<file path="config.mk">
export PLATFORM = sky130hd
export DESIGN_NAME = reg4_piso_flat
export DESIGN_NICKNAME = d
export VERILOG_FILES = /design/src/rtl/reg4_piso_if.sv /design/src/rtl/reg4_piso.sv /design/src/flat_wrapper.sv
export SDC_FILE = /design/constraint.sdc
export NUM_CORES = 1
export LEC_CHECK = 0
export ABC_AREA = 0
export CORE_AREA = 2 2 39 41
export DETAILED_ROUTE_END_ITERATION = 12
export DIE_AREA = 0 0 41 43
export GPL_ROUTABILITY_DRIVEN = 0
export SETUP_SLACK_MARGIN = 0.5
export SLEW_MARGIN = 30
export SYNTH_ARGS = -nofsm -noshare
export SYNTH_HDL_FRONTEND = slang
export SYNTH_SLANG_ARGS = --single-unit
</file>
<file path="constraint.sdc">
create_clock -name sys_clk -period 1.7 [get_ports sys_clk]
set_clock_uncertainty 0.2 [all_clocks]
set_input_delay 0.17 -clock sys_clk [delete_from_list [all_inputs] [get_ports sys_clk]]
set_output_delay 0.17 -clock sys_clk [all_outputs]
set_load 0.03 [all_outputs]
</file>
<file path="src/rtl/reg4_piso_if.sv">
// Handshake bundle for the parallel-in/serial-out transmit register.
// The slave modport is the register's view; master is the word source and bit sink.
interface reg4_piso_if #(
  parameter int WIDTH = 4
);
  logic [WIDTH-1:0] D;
  logic             load_valid;
  logic             load_ready;
  logic             sout;
  logic             sout_valid;
  logic             sout_ready;
  logic             frame_start;
  logic             done;
  logic             busy;

  modport master (
    output D, load_valid, sout_ready,
    input  load_ready, sout, sout_valid, frame_start, done, busy
  );

  modport slave (
    input  D, load_valid, sout_ready,
    output load_ready, sout, sout_valid, frame_start, done, busy
  );
endinterface

</file>
<file path="src/rtl/reg4_piso.sv">
// Parallel-in, serial-out transmit register with valid/ready load and bit handshakes.
// state | meaning:  IDLE | waiting for a word;  SHIFT | word in flight, cnt = bit index on sout
module reg4_piso #(
  parameter int WIDTH     = 4,
  parameter bit LSB_FIRST = 1'b1
) (
  input logic         sys_clk,
  input logic         sys_rst,
  reg4_piso_if.slave  bus
);
  localparam int CW = $clog2(WIDTH);
  localparam logic [CW-1:0] LAST = CW'(WIDTH - 1);

  typedef enum logic {IDLE = 1'b0, SHIFT = 1'b1} state_t;

  state_t           state;
  logic [WIDTH-1:0] shreg;
  logic [CW-1:0]    cnt;
  logic             done_q;
  logic             last_xfer;

  assign last_xfer = (state == SHIFT) && (cnt == LAST) && bus.sout_ready;

  always_ff @(posedge sys_clk) begin
    if (sys_rst) begin
      state  <= IDLE;
      shreg  <= '0;
      cnt    <= '0;
      done_q <= 1'b0;
    end else begin
      done_q <= 1'b0;
      case (state)
        IDLE: begin
          if (bus.load_valid) begin
            shreg <= bus.D;
            cnt   <= '0;
            state <= SHIFT;
          end
        end
        SHIFT: begin
          if (bus.sout_ready) begin
            if (cnt == LAST) begin
              done_q <= 1'b1;
              // back-to-back: next word enters on the last-bit edge with no gap
              if (bus.load_valid) begin
                shreg <= bus.D;
                cnt   <= '0;
              end else begin
                state <= IDLE;
              end
            end else begin
              if (LSB_FIRST) shreg <= shreg >> 1;
              else           shreg <= shreg << 1;
              cnt <= cnt + CW'(1);
            end
          end
        end
        default: state <= IDLE;
      endcase
    end
  end

  // everything except load_ready decodes registered state only
  assign bus.sout        = (state == SHIFT) &&
                           (LSB_FIRST ? shreg[0] : shreg[WIDTH-1]);
  assign bus.sout_valid  = (state == SHIFT);
  assign bus.busy        = (state == SHIFT);
  assign bus.frame_start = (state == SHIFT) && (cnt == '0);
  assign bus.done        = done_q;
  assign bus.load_ready  = !sys_rst && ((state == IDLE) || last_xfer);
endmodule

</file>
<file path="src/flat_wrapper.sv">
// flat-port wrapper written by rule: the top's interface ports become plain ports
module reg4_piso_flat 
#(
  parameter int WIDTH     = 4,
  parameter bit LSB_FIRST = 1'b1
)
  (sys_clk, sys_rst, bus_D, bus_load_valid, bus_sout_ready, bus_load_ready, bus_sout, bus_sout_valid, bus_frame_start, bus_done, bus_busy);
  reg4_piso_if #(.WIDTH(WIDTH)) bus_i ();
  input logic sys_clk;
  input logic sys_rst;
  input wire logic [$bits(bus_i.D)-1:0] bus_D;
  input wire logic [$bits(bus_i.load_valid)-1:0] bus_load_valid;
  input wire logic [$bits(bus_i.sout_ready)-1:0] bus_sout_ready;
  output wire logic [$bits(bus_i.load_ready)-1:0] bus_load_ready;
  output wire logic [$bits(bus_i.sout)-1:0] bus_sout;
  output wire logic [$bits(bus_i.sout_valid)-1:0] bus_sout_valid;
  output wire logic [$bits(bus_i.frame_start)-1:0] bus_frame_start;
  output wire logic [$bits(bus_i.done)-1:0] bus_done;
  output wire logic [$bits(bus_i.busy)-1:0] bus_busy;
  assign bus_i.D = bus_D;
  assign bus_i.load_valid = bus_load_valid;
  assign bus_i.sout_ready = bus_sout_ready;
  assign bus_load_ready = bus_i.load_ready;
  assign bus_sout = bus_i.sout;
  assign bus_sout_valid = bus_i.sout_valid;
  assign bus_frame_start = bus_i.frame_start;
  assign bus_done = bus_i.done;
  assign bus_busy = bus_i.busy;
  reg4_piso #(.WIDTH(WIDTH), .LSB_FIRST(LSB_FIRST)) u_core (.sys_clk(sys_clk), .sys_rst(sys_rst), .bus(bus_i));
endmodule
</file>
---- Word level (Yosys, flattened, before mapping) ----
Index checks and enable logic that the tools add are counted.
storage, ports and cells
  flip-flop bits (word level) ............. 8
  word-level logic and storage cells ...... 31
operators by class
  $add $sub $neg .......................... 1
  eq/ne operators ......................... 2
  mux-type cells .......................... 13
  bitwise gates (word level) .............. 2
  reductions and logical operators ........ 9
operators with widths
  kind                                         number
  2-to-1 mux 4 bit                             3
  one-hot mux 4 bit (2 select lines)           1
  2-to-1 mux 2 bit                             3
  logical AND 1 bit                            5
  2-to-1 mux 1 bit                             4
  one-hot mux 2 bit (2 select lines)           1
  OR reduction 3 bit                           1
  adder 2 x 1 -> 2 bit, second input constant  1
  == test 2 bit, second input constant         1
  logical NOT 2 bit                            1
  != test 2 bit, second input constant         1
  NOT 1 bit                                    2
  one-hot mux 1 bit (2 select lines)           1
  logical NOT 1 bit                            1
  logical OR 1 bit                             1

---- Logic depth before layout (Yosys ltp) ----
  word-level depth ........................ 5
  depth in mapped cells ................... 4

---- Worst setup path before layout ----
Ideal clock, no wire load.
  path kind ............................... flip-flop to flip-flop
  from .................................... reg u_core.state, in the netlist u_core.bus.busy
  to ...................................... reg u_core.shreg[0]
  setup time .............................. 0.119 ns
  arrival ................................. 1.236 ns
  data required time ...................... 1.381 ns
  setup slack ............................. 0.145 ns
  cell stages (with the launch flop) ...... 5
  path buffers ............................ 1
  period minus slack after synthesis ...... 1.555 ns
  cell sequence ........................... dfxtp_1 > buf_4 > nor2b_4 > a21oi_1 > o221a_2
on the way
  cells in the longest elaborated chain, start to end .. 2
  elaborated cells on any way between the ends .. 3
  those cells by class .................... eq/ne (1); mux (1); bitwise (1)
ends and longest elaborated chain
  what                                RTL line         RTL
  start, declared                     reg4_piso.sv:16  state_t state;
  start signal, assigned              reg4_piso.sv:26  state <= IDLE;
  start signal, assigned              reg4_piso.sv:37  state <= SHIFT;
  start signal, assigned              reg4_piso.sv:49  state <= IDLE;
  NOT 1 bit                           reg4_piso.sv:32  case (state)
  one-hot mux 4 bit (2 select lines)  reg4_piso.sv:32
  end signal, assigned                reg4_piso.sv:35  shreg <= bus.D;
  end signal, assigned                reg4_piso.sv:46  shreg <= bus.D;
  end signal, assigned                reg4_piso.sv:52  if (LSB_FIRST) shreg <= shreg >> 1;
  end, declared                       reg4_piso.sv:17  logic [WIDTH-1:0] shreg;
Several ways; a longest one is shown, not always the timed one.
A chain may end at the register's enable or synchronous reset.

---- Final worst setup path ----
  from .................................... reg u_core.cnt[0]
  to ...................................... out bus_load_ready
on the way
  cells in the longest elaborated chain, start to end .. 5
ends and longest elaborated chain
  what                            RTL line            RTL
  start, declared                 reg4_piso.sv:18     logic [CW-1:0] cnt;
  start signal, assigned          reg4_piso.sv:54     cnt <= cnt + CW'(1);
  == test 2 bit                   reg4_piso.sv:22     assign last_xfer = (state == SHIFT) && (cnt == LAST) && bus.sout_ready;
  logical AND 1 bit (2 in a row)  reg4_piso.sv:22
  logical OR 1 bit                reg4_piso.sv:70     assign bus.load_ready = !sys_rst && ((state == IDLE) || last_xfer);
  logical AND 1 bit               reg4_piso.sv:70
  end, declared                   flat_wrapper.sv:14  output wire logic [$bits(bus_i.load_ready)-1:0] bus_load_ready;
No other way between the ends.

==> implementation parameters <==
Parameter                              Value

Clock tree
  CTS tree    done
  Register clock-pin slew on the reported worst setup and hold paths    0.07 ns
  Clock Latency Late Sink    0.27 ns
  Total clock buffers created by CTS    3
  Maximum root-to-sink buffer count    2
  Clock root buffer master    clkbuf_4
  Clk sink count    8
  H-tree depth reported by CTS    1
  Hold-fix buffer count after cts    0

Floorplan
  Horizontal die dimension    41 µm
  Std-Cell Rows    14
  Placeable core area    1384 µm²
  I/O pin cnt    14
  DIE HEIGHT    43 µm
  Die Area    1763 µm²
  Effective utilization at floorplan    33.18%

Power and ir drop
  Switch Pwr    160.7 µW
  Comb power frac    28.0%
  Internal power consumption    368.0 µW
  Flop pwr share    39.1%
  Cell Pwr Density    664.4 nW/µm²
  Maximum vdd ir drop    0.3488 mV
  Leakage power figure    0.3124 nW
  Switching part of the total power    30.40%
  Clock power share    32.8%

Cells and area
  Share of layout cells above drive strength 1    52.63%
  Area Growth Syn to Fin    73.30%
  Fillers    121
  Diodes inserted    0
  Final core occ    57.50%
  Post-layout net count    88
  Multi-input logic area    351.6 µm²
  Leading cell types in the layout, fill and taps excluded    buf_6 (9), clkdlybuf4s50_1 (6), buf_4 (6)
  Final cell count without fillers    92
  Storage cell area    166.4 µm²
  Most common cell after layout, fill and taps aside    buf_6

Worst hold path
  Worst min-delay path startpoint    bus_sout_ready
  Endpoint, Worst Hold    u_core.bus.done
  Depth of the worst hold-timing path    3
  Worst Hold Class    in -> reg

Timing
  Relative slew slack    74.10%
  Setup total negative slack    0 ns
  Measured slew at the worst slew-check pin    0.3873 ns
  Post-layout worst setup margin    0.09772 ns
  Unrepaired setup endpoints after global routing    yes
  Crit share post-route    94.25%
  Setup-violating endpoint count in the final report    0
  Achievable frequency    624.1 MHz
  Fin. Hold Viols    0
  Final Max Slew Viols    0
  Min cycle time layout    1.602 ns

Logic synthesis
  Multiplexer share of the synthesized area    0%
  Synthesized netlist net count    63
  Unique masters post-synth    22
  Share of the synthesized area in compound gates (AO/OA/AOI/OAI)    20.71%
  Flop and latch count out of synthesis    8
  Synth warn    0
  Syn Area/Cell    8.831 µm²
  Xor and xnor area share after synthesis    0%
  Post-synthesis cell area    459.2 µm²
  Cells after synthesis    52
  Simple-gate share of the synthesized area    28.88%
  Share of synthesized cell area in full adder, half adder and majority cells    8.174%
  Part of the Yosys area used for sequential elements    34.88%
  Main combinational cell family by area after synthesis    simple AND/OR/NAND/NOR gates

Routing
  Post-DR wirelength/cell    13.98 µm
  DRC Markers    0
  Detailed Routing Iterations Pass 1    4
  Final routed wirelength across all metal layers    1.286 mm
  Number of nets still failing antenna checks after routing    0
  Drt initial violations    16
  Average via count per standard cell    5.239
  Via count of the routed design    482

GRT
  Number of antenna violations at the first check in global routing    0
  Maximum number of pins on one net before global-route repair    10
  Wire length of the first global-routing pass    2.152 mm
  Via count of the first global-routing pass    498
  GRT Residual Overflow    0
  GRT Overall Usage    18.33%

Setup path
  Launching point of the worst reg2reg path    u_core.cnt[0]
  Signal arrival time at the worst endpoint    1.23 ns
  Startpoint type of the worst setup path    flop
  Number of cell instances on the worst register-to-register path    6
  Worst path required time    1.33 ns
  Category of the worst setup path capture point    output port
  Flop2flop setup slack    0.19 ns
  R2R Path End    u_core.shreg[1]
  Category of the most critical setup path    reg -> out
  Largest fanout on the critical path    2

Place
  DP Worst Slack    0.07366 ns
  Placed wire-length estimate after detailed placement    819.1 µm
  Input/output buffers    13
  Placed Cells incl. Taps    83

Run status
  Status    finished, final reports clean

Flow run
  Total of max-cap violations    0
## metal layers
layer	vias to the layer above	share of wire, %	GRT usage (%)
met4	0	1.9	11.33
met5	-	0	0
met2	16	49	25.31
li1	238	-	-
met1	225	43	24.03
met3	3	5.4	5.236
## synth_stat cells (all sizes together)
master	instances	area (µm²)
a21oi	2	10.01
ha	3	37.54
nand4b	1	8.760
a31oi	5	31.28
nand2	4	17.52
o21ai	1	5.000
nand3	2	10.01
a21boi	1	7.510
o221a	3	33.78
nand2b	3	26.27
nand3b	1	7.510
nor3b	1	7.510
or3	1	6.260
buf	3	22.52
and2	2	12.51
nor2b	1	13.76
nor2	6	22.52
dfxtp	8	160.2
inv	3	11.26
a211oi	1	7.510
## flip-flops by register name (all words and copies together), names as in the netlist
register,cells
u_core.bus.busy,1
u_core.bus.done,1
u_core.cnt,2
u_core.shreg,4
## worst max-delay path by stage
stage	startpoint	end	slack, ns	cells after the start
4_1_cts	u_core.cnt[0]	bus_load_ready	0.09	5
5_1_grt	u_core.cnt[0]	bus_load_ready	0.05	5
6_report	u_core.cnt[0]	bus_load_ready	0.1	5
2_1_floorplan	u_core.bus.busy	u_core.shreg[0]	0.38	4
3_5_place_dp	u_core.cnt[0]	bus_frame_start	0.07	4
3_3_place_gp	u_core.cnt[0]	bus_frame_start	0.09	4
## through the flow
step | instance area (µm²) | hold slack, ns | total power, mW
final | 795.8 | 0.2484 | 0.5287
after global routing | 795.8 | 0.2808 | 0.5564
after CTS | 745.7 | 0.2360 | 0.5134
after detailed placement | 656.9 | 0.2833 | 0.3290
after global placement | 656.9 | 0.2774 | 0.3278
after floorplan | 498.0 | 0.08614 | 0.2817
## cells by family after synthesis
group / Yosys count
flip-flops: 8
AO/OA/AOI/OAI: 13
adder cells (fa/ha/maj): 3
buffers and inverters: 6
AND/OR/NAND/NOR: 22
## worst max-delay path, cell delays in order (launching register included)
cell	delay (ns)
dfxtp_2	0.33
buf_6	0.12
ha_4	0.16
a21boi_4	0.16
nor2_4	0.05
buf_6	0.15
## power groups by stage
stage	Clock, mW	Sequential (mW)	Combinational, mW
6_report	0.173	0.207	0.148
5_1_grt	0.189	0.208	0.159
3_5_place_dp	0	0.212	0.117
2_1_floorplan	0	0.214	0.0678
4_1_cts	0.176	0.208	0.129
3_3_place_gp	0	0.212	0.116
## repair_timing
| item | 4_1_cts | 5_1_grt |
|---|---|---|
| resized for setup | 39 | 13 |
| buffers inserted | 4 | 1 |
| pin swaps | 6 | 2 |
| setup endpoints to repair | 13 | 13 |
## cell type report
type | instances | area share (%)
inverter | 3 | 1.415
multi-input combinational | 38 | 44.18
tap | 16 | 2.516
clock buffer | 4 | 3.302
timing repair buffer | 23 | 27.67
sequential | 8 | 20.91
No activity file was read; power rests on OpenSTA's default activity.
